$ cat src/rtl/instruction_sequencer.sv
// instruction_sequencer: multi-cycle T0..T3 controller for the 16-bit register/ALU datapath.
// Latches the instruction field on fetch and decodes datapath enables per state and opcode.
module instruction_sequencer #(
    parameter int NREGS = 8,
    parameter int WIDTH = 16,
    parameter int CNT_W = 16
) (
    input  logic             clock,
    input  logic             resetn,
    input  logic             run,
    input  logic [WIDTH-1:0] iin,
    output logic [8:0]       ir,
    output logic [NREGS-1:0] reg_wr,
    output logic [3:0]       mux_sel,
    output logic             ext_en,
    output logic             a_load,
    output logic             g_load,
    output logic [2:0]       alu_op,
    output logic             done,
    output logic             illegal,
    output logic [CNT_W-1:0] retired
);
    typedef enum logic [1:0] {IDLE, T1, T2, T3} state_t;

    state_t           r_state, w_next;
    logic [8:0]       r_ir;
    logic [CNT_W-1:0] r_retired;
    logic [2:0]       w_op, w_rx, w_ry;
    logic [NREGS-1:0] w_rx_oh;
    logic             w_unused;

    assign w_op     = r_ir[8:6];
    assign w_rx     = r_ir[5:3];
    assign w_ry     = r_ir[2:0];
    assign w_rx_oh  = NREGS'(1) << w_rx;
    assign ir       = r_ir;
    assign retired  = r_retired;
    // Immediate bits go straight to the extensor, not through this block.
    assign w_unused = ^iin[WIDTH-10:0];

    always_ff @(posedge clock or negedge resetn) begin
        if (!resetn) begin
            r_state   <= IDLE;
            r_ir      <= '0;
            r_retired <= '0;
        end else begin
            r_state <= w_next;
            if (r_state == IDLE && run) r_ir <= iin[WIDTH-1 -: 9];
            if (done && !illegal) r_retired <= r_retired + CNT_W'(1);
        end
    end

    always_comb begin
        w_next  = r_state;
        reg_wr  = '0;
        mux_sel = 4'd15;
        ext_en  = 1'b0;
        a_load  = 1'b0;
        g_load  = 1'b0;
        alu_op  = 3'd0;
        done    = 1'b0;
        illegal = 1'b0;
        case (r_state)
            IDLE: begin
                ext_en = run;
                w_next = run ? T1 : IDLE;
            end
            T1: begin
                case (w_op)
                    3'b000: begin
                        mux_sel = {1'b0, w_ry};
                        reg_wr  = w_rx_oh;
                        done    = 1'b1;
                        w_next  = IDLE;
                    end
                    3'b001: begin
                        mux_sel = 4'd8;
                        reg_wr  = w_rx_oh;
                        done    = 1'b1;
                        w_next  = IDLE;
                    end
                    3'b111: begin
                        done    = 1'b1;
                        illegal = 1'b1;
                        w_next  = IDLE;
                    end
                    default: begin
                        mux_sel = {1'b0, w_rx};
                        a_load  = 1'b1;
                        w_next  = T2;
                    end
                endcase
            end
            T2: begin
                mux_sel = {1'b0, w_ry};
                alu_op  = w_op;
                g_load  = 1'b1;
                w_next  = T3;
            end
            default: begin
                mux_sel = 4'd9;
                reg_wr  = w_rx_oh;
                done    = 1'b1;
                w_next  = IDLE;
            end
        endcase
    end
endmodule

$ cat config.mk
export PLATFORM = sky130hd
export DESIGN_NAME = instruction_sequencer
export DESIGN_NICKNAME = d
export VERILOG_FILES = /design/src/rtl/instruction_sequencer.sv
export SDC_FILE = /design/constraint.sdc
export NUM_CORES = 1
export LEC_CHECK = 0
export CORE_UTILIZATION = 38
export DETAILED_ROUTE_END_ITERATION = 10
export PLACE_DENSITY_LB_ADDON = 0.05
export RECOVER_POWER = 50
export SYNTH_ARGS = -nofsm -noshare
export SYNTH_HDL_FRONTEND = slang
export SYNTH_SLANG_ARGS = --single-unit
$ cat constraint.sdc
create_clock -name clock -period 1.81 [get_ports clock]
set_input_delay 0.181 -clock clock [delete_from_list [all_inputs] [get_ports clock]]
set_output_delay 0.181 -clock clock [all_outputs]
set_load 0.005 [all_outputs]
# After elaboration in Yosys (flattened, before gate mapping)
# Index checks and enable logic that the tools add are counted.
dict set report word_totals {
  regBits 27
  latch_bits 0
  mem_bits_rw 0
  mem_bits_ro 0
  inputBits 19
  output_inout_bits 45
  elab_cells 33
  n_memories 0
}
dict set report op_classes {
  addsub 1
  multipliers 0
  div 0
  n_lt_le_gt_ge 0
  n_eq_ne 4
  shifts 1
  n_mux 16
  bitwise 0
  n_reduce_logical 8
}
# op count
set ops {}
lappend ops {{4-bit one-hot mux with 3 select lines} 2}
lappend ops {{16-bit by 1-bit adder with 16-bit output (second input constant)} 1}
lappend ops {{8-bit one-hot mux with 2 select lines} 1}
lappend ops {{1-bit 2-to-1 mux} 8}
lappend ops {{8-bit 2-to-1 mux} 1}
lappend ops {{1-bit by 3-bit left shift with 8-bit output (first input constant)} 1}
lappend ops {{2-bit one-hot mux with 3 select lines} 1}
lappend ops {{2-bit OR reduction} 2}
lappend ops {{3-bit by 1-bit equality test with 1-bit output (second input constant)} 1}
lappend ops {{3-bit equality test (second input constant)} 1}
lappend ops {{3-bit zero test} 1}
lappend ops {{3-bit 2-to-1 mux} 1}
lappend ops {{3-bit OR reduction} 1}
lappend ops {{2-bit by 1-bit equality test with 1-bit output (second input constant)} 1}
lappend ops {{2-bit equality test (second input constant)} 1}
lappend ops {{1-bit logical AND} 2}
lappend ops {{2-bit zero test} 1}
lappend ops {{2-bit 2-to-1 mux} 1}
lappend ops {{1-bit one-hot mux with 2 select lines} 1}
lappend ops {{1-bit zero test} 1}

# Depth between registers and ports, before layout
# Gate-level depths: netlist of the first run.
dict set report logic_depth {
  word_depth 5
  ltp_mapped 5
  mapped_depth_nobuf 5
}

# Least setup slack after synthesis of the first run
# Ideal clock, no wire load.
dict set report synth_timing {
  path_kind {register to output}
  start {register r_ir[8] (netlist: ir[8])}
  end {output port reg_wr[2]}
  arrival_time_ns 1.218
  t_required_ns 1.629
  path_slack_ns 0.411
  stages_incl_launch_ff 6
  n_path_buf 1
  cell_sequence {dfrtp_1 buf_6 o21ba_4 nor2b_1 nand2_1 nor3_1}
}
dict set report synth_between {
  elab_chain_cells 4
  word_cells_on_any_way 5
  classes_between {eq/ne (1); mux (2); reduce/logical (2)}
}
# item line
set synth_rtl {}
lappend synth_rtl {{start: declaration} 26} ;# logic [8:0] r_ir;
lappend synth_rtl {{start signal: assignment} 48} ;# if (r_state == IDLE && run) r_ir <= iin[WIDTH-1 -: 9];
lappend synth_rtl {{3-bit by 1-bit equality test with 1-bit output / 3-bit zero test (equally long branches)} 69} ;# case (w_op)
lappend synth_rtl {{2-bit OR reduction (no source line) (*)} n/a}
lappend synth_rtl {{8-bit 2-to-1 mux (*)} 69}
lappend synth_rtl {{8-bit one-hot mux with 2 select lines (*)} 63} ;# case (r_state)
lappend synth_rtl {{end: declaration} 13} ;# output logic [NREGS-1:0] reg_wr,
# Mark *: on every way between the ends. The rest lies on a longest branch, timed or not.

# Worst setup path after layout of the first run
dict set report layout_timing {
  start {register r_ir[8] (netlist: ir[8])}
  end {output port a_load}
}
dict set report layout_between {
  elab_chain_cells 4
  word_cells_on_any_way 6
  classes_between {eq/ne (2); mux (2); reduce/logical (2)}
}
# item line
set layout_rtl {}
lappend layout_rtl {{3-bit equality test (tied with other cells)} 69}
lappend layout_rtl {{3-bit OR reduction (no source line) (*)} n/a}
lappend layout_rtl {{1-bit 2-to-1 mux (*)} 69}
lappend layout_rtl {{1-bit 2-to-1 mux (*)} 63}
lappend layout_rtl {{end: declaration} 16} ;# output logic a_load,
# Marked as above.

==> flow_summary_export.csv, run 1 <==
group,metric,value,unit
timing,max_freq,549,MHz
worst_setup_path,worst_setup_path_end_kind,"primary output",
finish,design_area,0.00232,mm2
run,cap_violations,0,
power_and_ir_drop,comb_power_share,62.8,%
die,die_y,62.4,um
yosys,yosysWarnings,0,
timing,fin_crit_sh,101,%
timing,finalSetupTns,-12.3,ps
die,num_rows,21,
worst_setup_path,critPathMaxFanout,3,
clock_network,clockRootBuffer,"clkbuf_4",
worst_setup_path,crit_required,1630,ps
finish,layout_common_cells,"clkdlybuf4s50_1 (36), buf_4 (25), dfrtp_1 (23)",
yosys,synthCells,137,
timing,min_period,1820,ps
yosys,synth-seq-cells,27,
drt,drt_pre_antenna_iters,4,
global_route,grt_max_degree,28,
yosys,syn_area,0.00139,mm2
power_and_ir_drop,pwr-share-clk,7.7,%
die,dieArea,0.00389,mm2
yosys,synth_edf_count,0,
die,die_w,62.4,um
finish,nNetsFinal,241,
global_route,grtUsageTotal,18.9,%
clock_network,cts_tree,"done",
power_and_ir_drop,p_seq_share,29.5,%
drt,wl_per_cell,13.4,um
drt,vias,1295,
clock_network,clockBufferDepth,2,
outcome,outcome,"complete, but fails checks",
outcome,violations,"negative setup slack",
drt,post-route-drc-count,0,
global_route,grt_pass1_wl,5910,um
yosys,ys_top_cells_by_area,"dfrtp_1 (49%), xnor2_1 (8.2%), mux2_2 (4.9%), nand2_1 (4.1%), nand3_1 (2.5%)",
worst_setup_path,criticalPathCategory,"reg2out",
drt,viasPerCell,4.87,
worst_setup_path,crit_path_start_kind,"register",
power_and_ir_drop,swShare,38.7,%
yosys,yosysTopAreaCell,"dfrtp_1",
finish,diodes,0,
placement,placed_cell_area,0.00208,mm2
worst_setup_path,critPathArrivalTime,1640,ps
yosys,avgSynthCellArea,10.1,um2
timing,slew_viol_final,0,
timing,finalHoldViolCount,0,
clock_network,cts_inserted_buffers,3,
yosys,synth.net_count,157,
die,initial_utilization,40.5,%
timing,rsz0062_at_grt,"true",
clock_network,cts_sinks,27,
die,core-area,0.00342,mm2
drt,drt-total-wl,3570,um
power_and_ir_drop,switchingPower,1.36,mW
global_route,antenna_found_initial,0,
yosys,ys_seq_area_share,48.8,%
timing,skew,3.73,ps
timing,worstMarginPinSlew,680,ps
drt,first_iter_violations,26,
placement,portBuffers,56,
yosys,async_reset_ff_share,100,%
clock_network,clkTransAtPathRegs,150,ps
die,io-pin-count,64,
yosys,synth.distinct_cells,33,
finish,area_growth,67.3,%
finish,final_common_cell,"clkdlybuf4s50_1",
timing,slew_headroom,54.7,%
power_and_ir_drop,power.leakage,1.05,nW
global_route,grt-ovfl-total,0,
clock_network,cts_htree_levels,1,
timing,setup-violations-final,1,
finish,post_route_cells_drive_above_1_share,38.6,%
power_and_ir_drop,power-per-cell-area,1510,mW/mm2
yosys,yosysTopAreaCellShare,48.8,%
power_and_ir_drop,internal_power,2.15,mW
global_route,grt_pass1_vias,1268,
clock_network,clk_latency,330,ps
placement,dp_hpwl,2360,um
placement,finalWeightedCongestion,0.826,
drt,drtAntennaViolNets,0,
power_and_ir_drop,peakVddDrop,0.756,mV
yosys,synth_flop_cell,"dfrtp_1",
timing,setup_slack,-12.3,ps
finish,final_util,67.8,%
min_path,hold_path_class,"in2async",
==> synthesized netlist by cell type, drive strengths merged, types with 4 or more instances <==
| cell | instances |
|---|---|
| o21ai | 6 |
| a21oi | 5 |
| buf | 5 |
| nor3 | 6 |
| nor2 | 9 |
| nand3 | 7 |
| and2 | 4 |
| nand2 | 15 |
| xnor2 | 13 |
| dfrtp | 27 |
| and3 | 4 |
| mux2 | 6 |
==> kinds of logic after synthesis <==
kind of cell	Yosys count	synth area share, %
AOI/OAI and AO/OA	17	7.86
DFF	27	48.8
and+or+nand+nor	60	23.7
adders and majority gates	1	0.903
xor gates and xnor gates	16	10.1
muxes	6	4.88
buffers and inverters	10	3.79
==> worst paths after layout <==
path | from | end | slack (ps) | cells after the start
min in group clock | iin[7] | ir[0] | 400 | 3
max reg2reg | r_state[0] | ir[6] | 190 | 5
min reg2reg | retired[15] | retired[15] | 480 | 1
min | resetn | ir[0] | 400 | 2
max | ir[8] | a_load | -10 | 7
max in group asynchronous | resetn | ir[7] | 940 | 2
==> flip-flops by register name (all words and copies together) (netlist names) <==
signal	cells
r_state	2
ir	9
retired	16
==> power by group through the flow <==
| stage | clock [mW] | combinational (mW) | sequential [mW] |
|---|---|---|---|
| 3_3_place_gp | 0 | 1.72 | 1.02 |
| 3_5_place_dp | 0 | 1.74 | 1.02 |
| 5_1_grt | 0.317 | 2.37 | 1.07 |
| 4_1_cts | 0.291 | 2.00 | 1.04 |
| 6_report | 0.272 | 2.20 | 1.03 |
| 2_1_floorplan | 0 | 0.780 | 0.976 |
==> critical path, stage by stage (launching register included) <==
cell and delay, ps:
dfrtp_2 450, buf_4 150, nor2_4 150, buf_4 140, nor3_4 40, buf_4 120
buf_4 120, dlymetal6s2s_1 140
==> layer usage <==
layer / up-vias / track usage (%) / share of wire [%]
li1: 634 / - / -
met1: 625 / 26.2 / 47
met2: 34 / 29.9 / 48
met3: 2 / 2.92 / 4.1
met4: 0 / 6.98 / 0.53
met5: - / 0 / 0
==> timing repair <==
| action | CTS | global route |
|---|---|---|
| resized for setup | 68 | 25 |
| endpoints found under the setup margin | 20 | 14 |
| hold buffers | 0 | 0 |
| pin swaps | 6 | 10 |
| setup buffers | 8 | 7 |
==> cell type report <==
type	count	area [um2]
sequential	27	681
timing repair buffer	86	738
fill	284	1100
multi-input combinational	100	800
inverter	3	11.3
clock buffer	3	22.5
tap	46	57.6
clock inverter	1	7.51
==> through the flow <==
step | std cells | power, mW | hold slack (ps) | setup slack, ps
4_1_cts | 260 | 3.32 | 212 | -180
3_3_place_gp | 248 | 2.74 | 461 | 15.9
3_5_place_dp | 248 | 2.76 | 471 | 4.76
6_report | 266 | 3.51 | 397 | -12.3
5_1_grt | 266 | 3.75 | 393 | -74.0
2_1_floorplan | 137 | 1.76 | -115 | 411
Note: power is estimated with default switching activity, not from simulation.
==> run 2, diff against run 1 <==
--- a/config.mk
+++ b/config.mk
@@ -6,9 +6,11 @@
 export NUM_CORES = 1
 export LEC_CHECK = 0
 export CORE_UTILIZATION = 38
+export CTS_CLUSTER_SIZE = 14
 export DETAILED_ROUTE_END_ITERATION = 10
 export PLACE_DENSITY_LB_ADDON = 0.05
 export RECOVER_POWER = 50
 export SYNTH_ARGS = -nofsm -noshare
 export SYNTH_HDL_FRONTEND = slang
 export SYNTH_SLANG_ARGS = --single-unit
+export TNS_END_PERCENT = 1
==> flow_summary_export.csv, run 2 (synthesis results as in run 1) <==
group,metric,value,unit
global_route,grt_max_degree,28,
min_path,hold_path_class,"in2reg",
placement,placed_cell_area,0.00208,mm2
timing,worstMarginPinSlew,682,ps
die,num_rows,21,
clock_network,clockRootBuffer,"clkbuf_4",
power_and_ir_drop,p_seq_share,32.2,%
placement,dp_hpwl,2360,um
placement,portBuffers,56,
worst_setup_path,crit_path_start_kind,"register",
placement,finalWeightedCongestion,0.826,
power_and_ir_drop,swShare,39.1,%
drt,vias,1244,
worst_setup_path,reg2reg_to,"retired[6]",
timing,fin_crit_sh,106,%
power_and_ir_drop,power.leakage,1.02,nW
clock_network,cts_inserted_buffers,3,
clock_network,cts_sinks,27,
clock_network,cts_htree_levels,1,
timing,timing.hold.ws,394,ps
die,dieArea,0.00389,mm2
die,io-pin-count,64,
finish,fillers,289,
worst_setup_path,path_cells,"buf_6 -> buf_4 -> a21o_1 -> a221oi_2 -> o22ai_1 -> clkdlybuf4s15_1",
die,core-area,0.00342,mm2
run,cap_violations,0,
timing,slew_viol_final,0,
timing,min_period,1920,ps
global_route,antenna_found_initial,0,
finish,diodes,0,
power_and_ir_drop,pwr-share-clk,8.3,%
power_and_ir_drop,power-per-cell-area,1470,mW/mm2
power_and_ir_drop,power,3.32,mW
drt,wl_per_cell,13.2,um
timing,skew,4.31,ps
worst_setup_path,reg2reg_from,"ir[7]",
worst_setup_path,worstSetupEndpoint,"mux_sel[1]",
worst_setup_path,crit_buf_inv,3,
finish,fin_cells,257,
clock_network,clk_latency,330,ps
outcome,violations,"negative setup slack",
die,die_y,62.4,um
global_route,grt_pass1_wl,5720,um
finish,area_growth,63.1,%
finish,largest_reg_flops,16,
worst_setup_path,crit_start,"ir[7]",
global_route,grt_pass1_vias,1225,
worst_setup_path,critPathMaxFanout,4,
finish,design_area,0.00226,mm2
timing,finalSetupTns,-112,ps
drt,post-route-drc-count,0,
global_route,grtUsageTotal,18.3,%
timing,slew_headroom,54.5,%
clock_network,clkTransAtPathRegs,160,ps
worst_setup_path,crit_slowest_cell,"dfrtp_2",
timing,max_freq,520,MHz
power_and_ir_drop,internal_power,2.02,mW
worst_setup_path,worstRegToRegCells,6,
drt,drtAntennaViolNets,0,
power_and_ir_drop,peakVddDrop,0.696,mV
worst_setup_path,crit_family,"compound AO/OA/AOI/OAI gates",
finish,layout_common_cells,"clkdlybuf4s50_1 (35), dfrtp_1 (23), buf_4 (18)",
die,initial_utilization,40.5,%
timing,rsz0062_at_grt,"true",
power_and_ir_drop,switchingPower,1.30,mW
drt,drt-total-wl,3400,um
worst_setup_path,crit_required,1630,ps
power_and_ir_drop,comb_power_share,59.6,%
worst_setup_path,regToRegSetupSlack,240,ps
finish,nNetsFinal,232,
timing,setup_slack,-112,ps
finish,final_common_cell,"clkdlybuf4s50_1",
die,die_w,62.4,um
clock_network,cts_tree,"done",
drt,drt_pre_antenna_iters,4,
outcome,outcome,"complete, but fails checks",
drt,viasPerCell,4.84,
worst_setup_path,cp.depth,6,
timing,finalHoldViolCount,0,
worst_setup_path,cpPeakStageDelay,470,ps
timing,setup-violations-final,1,
worst_setup_path,criticalPathCategory,"reg2out",
clock_network,clockBufferDepth,2,
worst_setup_path,critPathArrivalTime,1740,ps
finish,post_route_cells_drive_above_1_share,32.7,%
worst_setup_path,worst_setup_path_end_kind,"primary output",
placement,dp_cells,248,
clock_network,postCtsHoldBufs,0,
drt,first_iter_violations,28,
global_route,grt-ovfl-total,0,
==> run 2: cell types whose count changed in the layout (fill, tap and decap cells not counted), moves of 2 or more <==
cell / previous run / this run
buf_4: 25 / 18
buf_2: 9 / 4
clkdlybuf4s15_1: 1 / 4
buf_6: 4 / 2
clkdlybuf4s15_2: 0 / 2
==> run 2: area by class of cell <==
class | instances | area [um2] | area share (%)
clock inverters | 1 | 7.51 | 0.332
clock buffers | 3 | 22.5 | 0.997
multi-input cells | 100 | 786 | 34.8
flip-flops and latches | 27 | 681 | 30.1
well taps | 46 | 57.6 | 2.55
repair buffers | 77 | 693 | 30.7
inverters | 3 | 11.3 | 0.499
==> run 2: stage by stage <==
stage | util, % | setup WS, ps
finish | 66.1 | -112
global placement | 61.0 | 15.9
global route | 66.1 | -216
detailed placement | 61.0 | 4.76
floorplan | - | 411
CTS | 64.0 | -205
==> run 2: worst min path at each step <==
stage | start | to | slack [ps] | cells past startpoint
finish | iin[9] | ir[2] | 390 | 3
global route | iin[8] | ir[1] | 390 | 3
CTS | resetn | ir[0] | 210 | 2
detailed placement | retired[15] | retired[15] | 470 | 1
global placement | retired[15] | retired[15] | 460 | 1
floorplan | resetn | ir[0] | -110 | 0
==> run 2: repair_timing <==
item / 4_1_cts / 5_1_grt
pin swaps: 4 / 8
gates resized for setup: 50 / 30
endpoints found under the setup margin: 20 / 13
buffers inserted: 0 / 5
cloned: 0 / 0
==> run 2: layer usage <==
layer / global-route usage [%] / up-vias / wire length [um] / share of wire (%)
met2: 28.8 / 48 / 1600 / 47
met1: 25.2 / 578 / 1590 / 47
met4: 7.56 / 0 / 18 / 0.53
met5: 0 / - / 0 / 0
met3: 2.74 / 2 / 189 / 5.6
li1: - / 616 / - / -
==> run 2: worst register-to-register path, stage by stage, from the launching register on <==
cell and delay [ps]:
dfrtp_2 470, buf_6 130, o21ba_4 200, buf_4 160, nor2_4 180, and4_1 230, xor2_1 150
==> run 2: power groups by stage <==
stage	combinational (mW)	sequential, mW	clock (mW)
3_3_place_gp	1.72	1.02	0
6_report	1.98	1.07	0.274
5_1_grt	2.15	1.10	0.316
3_5_place_dp	1.74	1.02	0
2_1_floorplan	0.780	0.976	0
4_1_cts	1.80	1.06	0.291
==> run 3, diff against run 2 <==
--- a/config.mk
+++ b/config.mk
@@ -5,7 +5,7 @@
 export SDC_FILE = /design/constraint.sdc
 export NUM_CORES = 1
 export LEC_CHECK = 0
-export CORE_UTILIZATION = 38
+export CORE_UTILIZATION = 41
 export CTS_CLUSTER_SIZE = 14
 export DETAILED_ROUTE_END_ITERATION = 10
 export PLACE_DENSITY_LB_ADDON = 0.05
==> constraint.sdc (replaced) <==
create_clock -name clock -period 1.81 [get_ports clock]
set_input_delay 0.181 -clock clock [delete_from_list [all_inputs] [get_ports clock]]
set_output_delay 0.181 -clock clock [all_outputs]
set_load 0.1 [all_outputs]
==> flow_summary_export.csv, run 3 (synthesis results as in run 1) <==
group,metric,value,unit
placement,portBuffers,56,
worst_setup_path,cpPeakStageDelay,530,ps
timing,setup-violations-final,14,
die,initial_utilization,44.3,%
finish,final_common_cell,"buf_12",
timing,min_period,1940,ps
timing,skew,16.6,ps
die,dieArea,0.00361,mm2
die,die_y,60.1,um
timing,setup_slack,-129,ps
finish,fin_cells,253,
worst_setup_path,critPathArrivalTime,1760,ps
clock_network,cts_inserted_buffers,3,
clock_network,clkTransAtPathRegs,150,ps
worst_setup_path,crit_buf_inv,2,
timing,slew_headroom,56.8,%
finish,diodes,0,
worst_setup_path,worstRegToRegCells,5,
worst_setup_path,reg2reg_from,"ir[7]",
drt,viasPerCell,4.98,
global_route,grt-ovfl-total,0,
clock_network,postCtsHoldBufs,0,
drt,wl_per_cell,13.6,um
finish,post_route_cells_drive_above_1_share,52.2,%
worst_setup_path,path_cells,"o21ba_4 -> nor2b_2 -> nand2_2 -> buf_6 -> nor2_4 -> buf_12",
finish,layout_common_cells,"buf_12 (25), buf_4 (23), dfrtp_1 (22)",
clock_network,clk_latency,320,ps
global_route,antenna_found_initial,0,
clock_network,cts_htree_levels,1,
finish,nNetsFinal,230,
placement,dp_cells,244,
run,cap_violations,0,
die,io-pin-count,64,
die,die_w,60.1,um
worst_setup_path,crit_family,"flip-flops",
clock_network,cts_tree,"done",
worst_setup_path,criticalPathCategory,"reg2out",
global_route,grt_max_degree,28,
worst_setup_path,worst_setup_path_end_kind,"primary output",
worst_setup_path,critPathMaxFanout,4,
timing,worstMarginPinSlew,648,ps
worst_setup_path,crit_path_start_kind,"register",
finish,final_util,80.2,%
global_route,grtUsageTotal,20.3,%
placement,dp_hpwl,2650,um
finish,largest_reg_flops,16,
drt,post-route-drc-count,0,
drt,drtAntennaViolNets,0,
clock_network,cts_sinks,27,
timing,finalSetupTns,-1210,ps
worst_setup_path,reg2reg_to,"retired[5]",
worst_setup_path,crit_required,1630,ps
placement,finalWeightedCongestion,0.816,
finish,fillers,187,
clock_network,clockRootBuffer,"clkbuf_4",
timing,fin_crit_sh,107,%
timing,finalHoldViolCount,0,
drt,drt_pre_antenna_iters,3,
timing,rsz0062_at_grt,"true",
outcome,outcome,"complete, but fails checks",
outcome,violations,"negative setup slack",
die,core-area,0.00313,mm2
global_route,grt_pass1_wl,5490,um
global_route,grt_pass1_vias,1181,
timing,slew_viol_final,0,
min_path,hold_path_class,"in2async",
timing,max_freq,516,MHz
worst_setup_path,regToRegSetupSlack,260,ps
die,num_rows,20,
drt,drt-total-wl,3440,um
clock_network,clockBufferDepth,2,
worst_setup_path,crit_slowest_cell,"dfrtp_4",
drt,first_iter_violations,38,
drt,vias,1259,
finish,area_growth,81.0,%
[run 3: changes by cell type in the layout (fill, tap and decap cells not counted), moves of 3 or more]
cell and change:
nor3_2 -3, dlygate4sd2_1 -6, clkdlybuf4s50_1 -25, clkbuf_2 +10, nor2_4 +3, buf_12 +25, buf_2 -4, clkdlybuf4s15_1 -4
buf_4 +5, nor3_4 +4
[run 3: worst max-delay path by stage]
stage | cells after the start | start | end
6_report | 6 | ir[7] | reg_wr[3]
2_1_floorplan | 5 | ir[8] | mux_sel[2]
5_1_grt | 5 | ir[7] | reg_wr[0]
3_3_place_gp | 6 | ir[8] | reg_wr[6]
4_1_cts | 5 | ir[7] | reg_wr[0]
3_5_place_dp | 6 | ir[8] | reg_wr[3]
[run 3: layout make-up]
| cell class | instances | area [um2] | share of cell area (%) |
|---|---|---|---|
| clock buffers | 4 | 26.3 | 1.05 |
| flip-flops and latches | 27 | 687 | 27.4 |
| repair buffers | 75 | 882 | 35.2 |
| multi-input cells | 100 | 846 | 33.7 |
| inverters | 3 | 11.3 | 0.449 |
| well taps | 44 | 55.1 | 2.20 |
[run 3: metrics by stage]
stage               worst slack, ps  hold slack, ps  cell area [um2]
floorplan                      -645            -115             1560
global placement                121             464             2430
detailed placement             96.7             469             2430
CTS                            -161             226             2520
global route                   -207             439             2510
finish                         -129             394             2510
[run 3: metal layers]
| metal | track usage, % | vias to the layer above | routed length, um |
|---|---|---|---|
| met5 | 0 | - | 0 |
| li1 | - | 615 | - |
| met2 | 34.9 | 34 | 1800 |
| met1 | 27.2 | 608 | 1500 |
| met4 | 3.99 | 0 | 21 |
| met3 | 2.60 | 2 | 117 |
[run 3: repair_timing]
| action | 4_1_cts | 5_1_grt |
|---|---|---|
| cloned | 0 | 0 |
| setup endpoints to repair | 18 | 17 |
| pin swaps | 7 | 3 |
| resized for setup | 10 | 1 |
| setup buffers | 3 | 2 |
Power of run 3 is not shown: default switching activity piles up to over one toggle a cycle in this logic, so the estimate is an artifact.
